`src/rtl/fetch_unit.sv`:
```
// fetch_unit: instruction fetch stage feeding the decoder.
// Owns the instruction pointer and issues word reads over req/gnt/rvalid.
// Returned words are buffered with their addresses in an in-order FIFO.
// A taken jump (redirect) flushes the FIFO and marks every read still in
// flight as stale, so its response is discarded when it returns.
// Optional: define FETCH_STATS_EN to add saturating statistics counters.
module fetch_unit #(
    parameter int              IP_W     = 16,
    parameter int              DEPTH    = 4,
    parameter logic [IP_W-1:0] RESET_IP = '0
) (
    input  logic            clk,
    input  logic            rst_n,
    output logic            mem_req,
    output logic [IP_W-1:0] mem_addr,
    input  logic            mem_gnt,
    input  logic            mem_rvalid,
    input  logic [31:0]     mem_rdata,
    output logic            op_valid,
    input  logic            op_ready,
    output logic [31:0]     op,
    output logic [IP_W-1:0] op_ip,
    input  logic            redirect,
    input  logic [IP_W-1:0] redirect_ip
`ifdef FETCH_STATS_EN
    ,
    output logic [31:0]     stat_stall_cycles,
    output logic [31:0]     stat_flushes,
    output logic [31:0]     stat_dropped
`endif
);

    localparam int PTR_W = $clog2(DEPTH);
    localparam int CNT_W = PTR_W + 1;
    localparam logic [CNT_W-1:0] DEPTH_C = CNT_W'(DEPTH);
    localparam logic [CNT_W:0]   DEPTH_S = (CNT_W + 1)'(DEPTH);

    logic [IP_W-1:0]  fetch_ip;
    logic [IP_W-1:0]  resp_ip;
    logic [CNT_W-1:0] count;
    logic [CNT_W-1:0] outstanding;
    logic [CNT_W-1:0] outstanding_nxt;
    logic [CNT_W-1:0] drop_cnt;
    logic [PTR_W-1:0] wr_ptr;
    logic [PTR_W-1:0] rd_ptr;
    logic [31:0]      fifo_op [DEPTH];
    logic [IP_W-1:0]  fifo_ip [DEPTH];

    logic [CNT_W:0] inflight;
    logic           accept;
    logic           discard;
    logic           push;
    logic           pop;

    // Buffered words plus reads in flight may never exceed the FIFO size,
    // which is what guarantees room for every response.
    assign inflight = {1'b0, count} + {1'b0, outstanding};
    assign mem_req  = rst_n && !redirect && (inflight < DEPTH_S);
    assign mem_addr = fetch_ip;
    assign accept   = mem_req && mem_gnt;

    // A response is stale if it was in flight at a redirect, or arrives with one.
    assign discard  = mem_rvalid && (redirect || (drop_cnt != '0));
    assign push     = mem_rvalid && !discard;
    assign pop      = op_valid && op_ready && !redirect;

    assign op_valid = (count != '0);
    assign op       = op_valid ? fifo_op[rd_ptr] : '0;
    assign op_ip    = op_valid ? fifo_ip[rd_ptr] : '0;

    // Reads in flight after this cycle's grant and response.
    always_comb begin
        // NOTE: every always_comb output gets a default first so no path leaves it unassigned (no latch).
        outstanding_nxt = outstanding;
        if (accept && !mem_rvalid) outstanding_nxt = outstanding + CNT_W'(1);
        if (!accept && mem_rvalid) outstanding_nxt = outstanding - CNT_W'(1);
    end

    // Instruction pointers and stale-response bookkeeping; redirect wins.
    always_ff @(posedge clk or negedge rst_n) begin
        // NOTE: sequential state uses non-blocking assignments so all registers update from pre-edge values.
        if (!rst_n) begin
            fetch_ip    <= RESET_IP;
            resp_ip     <= RESET_IP;
            outstanding <= '0;
            drop_cnt    <= '0;
        end else begin
            outstanding <= outstanding_nxt;
            if (redirect) begin
                fetch_ip <= redirect_ip;
                resp_ip  <= redirect_ip;
                drop_cnt <= outstanding_nxt;
            end else begin
                if (accept) fetch_ip <= fetch_ip + IP_W'(1);
                if (push) resp_ip <= resp_ip + IP_W'(1);
                if (mem_rvalid && (drop_cnt != '0)) drop_cnt <= drop_cnt - CNT_W'(1);
            end
        end
    end

    // FIFO pointers and occupancy; a redirect empties the buffer.
    always_ff @(posedge clk or negedge rst_n) begin
        if (!rst_n) begin
            wr_ptr <= '0;
            rd_ptr <= '0;
            count  <= '0;
        end else if (redirect) begin
            wr_ptr <= '0;
            rd_ptr <= '0;
            count  <= '0;
        end else begin
            if (push) wr_ptr <= wr_ptr + PTR_W'(1);
            if (pop) rd_ptr <= rd_ptr + PTR_W'(1);
            if (push && !pop) count <= count + CNT_W'(1);
            if (!push && pop) count <= count - CNT_W'(1);
        end
    end

    // FIFO storage: op word and its address.
    always_ff @(posedge clk) begin
        // NOTE: storage is not reset; op/op_ip are gated by op_valid so stale entries never reach the decoder.
        if (push) begin
            fifo_op[wr_ptr] <= mem_rdata;
            fifo_ip[wr_ptr] <= resp_ip;
        end
    end

    a_no_overflow: assert property (@(posedge clk) disable iff (!rst_n)
        !(push && !pop && (count == DEPTH_C)));
    a_inflight_bound: assert property (@(posedge clk) disable iff (!rst_n)
        inflight <= DEPTH_S);
    a_no_spurious_rvalid: assert property (@(posedge clk) disable iff (!rst_n)
        !(mem_rvalid && (outstanding == '0)));

`ifdef FETCH_STATS_EN
    // Saturating statistics counters.
    always_ff @(posedge clk or negedge rst_n) begin
        if (!rst_n) begin
            stat_stall_cycles <= '0;
            stat_flushes      <= '0;
            stat_dropped      <= '0;
        end else begin
            if (!op_valid && !redirect && (stat_stall_cycles != '1))
                stat_stall_cycles <= stat_stall_cycles + 32'd1;
            if (redirect && (stat_flushes != '1))
                stat_flushes <= stat_flushes + 32'd1;
            if (discard && (stat_dropped != '1))
                stat_dropped <= stat_dropped + 32'd1;
        end
    end
`endif

endmodule

```
`config.mk`:
```
export PLATFORM = sky130hd
export DESIGN_NAME = fetch_unit
export DESIGN_NICKNAME = d
export VERILOG_FILES = /design/src/rtl/fetch_unit.sv
export SDC_FILE = /design/constraint.sdc
export NUM_CORES = 1
export LEC_CHECK = 0
export ABC_AREA = 1
export BUFFER_PORTS_ARGS = -buffer_cell sky130_fd_sc_hd__buf_2
export CAP_MARGIN = 40
export CORE_AREA = 2 2 174 125
export CTS_CLUSTER_SIZE = 12
export DETAILED_ROUTE_END_ITERATION = 8
export DIE_AREA = 0 0 176 127
export PLACE_DENSITY = 0.69
export SKIP_CTS_REPAIR_TIMING = 1
export SYNTH_ARGS = -nofsm -noshare
export SYNTH_HDL_FRONTEND = slang
export SYNTH_SLANG_ARGS = --single-unit
```
`constraint.sdc`:
```
create_clock -name clk -period 4 [get_ports clk]
set_input_delay 0.2 -clock clk [delete_from_list [all_inputs] [get_ports clk]]
set_output_delay 0.2 -clock clk [all_outputs]
set_load 0.005 [all_outputs]
```
==> key figures <==
Global routing
  • GRT Residual Overflow: 0
  • All-layer global routing usage: just over 20%
  • First-pass GRT wire length: 35700 µm
  • Initial antenna violation count: 0
  • Pin count of the biggest net entering global routing: 52
  • Vias in the first global route: 6724

Logic synthesis
  • Synth top area cells: edfxtp_1, dfrtp_1, nor2_1
  • YS warnings: 0
  • Cell with the most instances after synthesis: nor2_1
  • Yosys top cell area share: 56.5%
  • Dominant synthesized flop cell: edfxtp_1
  • Number of flops mapped to enable cells by yosys: 192
  • Asr flop ratio synth: 19.0%
  • Mapped Nets: 1002
  • Distinct cell type count after synthesis: 39
  • Mapped Area: 10200 µm²
  • Mapped Avg Cell Area: approximately 11 µm²
  • Syn Inst Count: 935
  • Sequential area share after synthesis: about two thirds
  • Cell taking the most area after synthesis: edfxtp_1
  • Seq cells post-synth: 237
  • Commonest cells in the netlist: nor2_1, edfxtp_1, o21ai_0, nand2_1, a21oi_1

Detailed routing
  • Final antenna-violating net count: 0
  • Initial DRC Count: 583
  • Routed len/inst: 16.5 µm
  • Drt drc: 0
  • DRT Wirelength: 23000 µm
  • Via density: 5.24
  • Routed vias: 7286
  • 1st-pass router iterations: 5

STA
  • Max Clk Rate: 333 MHz
  • Final setup fails: 0
  • Worst-Margin Slew: 860 ps
  • TNS Setup: 0 ps
  • Minimum clock period: between 3000 and 4000 ps
  • RSZ-0062 raised after global routing: false
  • PnR worst setup slack: 996 ps
  • Final Slew Violations: 0
  • Setup Skew: between 10 and 15 ps
  • Final Hold Violating Endpoints: 0
  • Rel. slew slack: 42.6%
  • Final worst path period share: 75.1%

Setup path
  • Max stage delay on crit path: 920 ps
  • Type of origin of the critical path: flip-flop
  • Worst-path cell chain: inv_2 -> buf_4 -> o21ai_0 -> a21oi_1 -> buf_2
  • Crit path kind: flip-flop to output pin
  • Max FO, Critical Path: 47
  • RR Startpoint: drop_cnt[0]$_DFFE_PN0P_
  • Critical Path Source: rd_ptr[0]$_DFFE_PN0P_
  • CP max-delay cell: dfrtp_2
  • CP Data Arrival Time: 2800 ps
  • Req. time, crit path: 3800 ps
  • Worst setup EP type: output pin

Layout
  • Diodes inserted: 0
  • Final nets: 1164
  • Fill cells: around 1700
  • Synth-to-layout area growth: 20.6%
  • Non-filler cells, final: 1391
  • Fraction of layout cells with a size suffix above 1: 16.7%
  • Final core occ: 59.9%
  • Post-route cell area: 12300 µm²

CTS
  • TritonCTS Buffers: 24
  • CTS H-tree lvls: 1
  • CTS Root Cell: clkbuf_16
  • CTS tree: yes
  • Sink Count: 237
  • Clock Pin Slew Worst Setup and Hold Paths: 60 ps
  • Clock buffer depth: 3
  • Clk Latency, worst-skew pair: 510 ps

Power
  • PwrDens: about 550 nW/µm²
  • Lkg Pwr: roughly 4.8 nW
  • Max VDD drop: around 0.32 mV

Placement
  • Dpl cell area: 11100 µm²
  • IO buf count: 119
  • Post-placement setup slack: 1520 ps
  • GP Congestion: 0.888
  • Post-Place Cells: 1301
  • Detail Placement HPWL: 14500 µm

Floorplanning
  • FP Rows: 44
  • # IOs: 120
  • Die Span Y: 127 µm
  • Die W: 176 µm
  • Die Area: 22400 µm²
  • Initial Util: 49.7%
  • Core ar.: 20500 µm²

Min path
  • Worst hold path type: input pin to flip-flop
  • Hold path start: redirect_ip[12]

Outcome
  • Status: finished clean

Flow run
  • Maxcap violations: 0
final cells by class:
| cell class | instances | area, µm² | area share [%] |
|---|---|---|---|
| well taps | 276 | 345 | 2.81 |
| clock buffers | 41 | 686 | 5.57 |
| clock inverters | 3 | 15.0 | 0.122 |
| multi-input cells | 598 | 2920 | 23.8 |
| flip-flops and latches | 237 | 6890 | 56.0 |
| inverters | 56 | 218 | 1.77 |
| repair buffers | 180 | 1220 | 9.93 |
state kept, by name (all words and copies together) (netlist names):
signal	flops
drop_cnt	3
outstanding	3
resp_ip	16
count	3
fifo_op	128
wr_ptr	2
fifo_ip	64
rd_ptr	2
mem_addr	16
worst paths after layout:
check / end / slack [ps] / depth (start not counted)
min reg2reg: drop_cnt[0]$_DFFE_PN0P_ / 500 / 2
max in group asynchronous: rd_ptr[1]$_DFFE_PN0P_ / 3090 / 3
min: mem_addr[12]$_DFFE_PN0P_ / 3 / 3
max reg2reg: fifo_ip[3][12]$_DFFE_PP_ / 1580 / 7
min in group asynchronous: resp_ip[3]$_DFFE_PN0P_ / 470 / 3
max: op[17] / 1000 / 5
metal layers:
metal  track usage [%]  vias to the layer above  wire [µm]
li1                  -                     3548          -
met3              3.24                       29       1440
met2              31.5                      229      10400
met4              4.76                        0        381
met5                 0                        -          0
met1              30.4                     3480      10700
stage by stage:
step | total power, W | hold slack, ps
after floorplan | 0.00405 | -95.6
after CTS | 0.00681 | -108
final | 0.00679 | 2.81
after detailed placement | 0.00476 | 423
after global placement | 0.00469 | 418
after global routing | 0.00717 | 7.97
worst max-delay path: cells and delay by family, from the launching register on:
family	cells	cell delay (ps)
compound gates	2	390
flops	1	920
buf+inv	3	970
kinds of logic (layout without fill, tap and decap cells):
| group | count (synthesis) | after routing | share of synthesized area, % |
|---|---|---|---|
| simple gates | 377 | 377 | 15.2 |
| compound gates | 194 | 194 | 10.2 |
| buf+inv | 100 | 280 | 4.10 |
| fa+ha+maj | 13 | 13 | 1.67 |
| flops | 237 | 237 | 67.6 |
| xor+xnor | 14 | 14 | 1.20 |
where the power goes:
| part | internal, W | switching, W |
|---|---|---|
| sequential | 0.00284 | 0.000181 |
| clock | 0.00116 | 0.000873 |
| combinational | 0.000670 | 0.00106 |
layout by cell type (no fill, tap or decap), types with 5 or more instances in the layout:
cell type,count
nor2_1,216
edfxtp_1,192
buf_2,119
o21ai_0,111
nand2_1,96
a21oi_1,58
inv_1,50
dlygate4sd3_1,46
dfrtp_1,43
nand3_1,34
clkbuf_16,25
clkbuf_1,16
xor2_1,13
ha_1,12
buf_4,12
nor3_1,11
o211ai_1,8
o221ai_1,7
nor2_4,5
(Power assumes the default switching activity.)
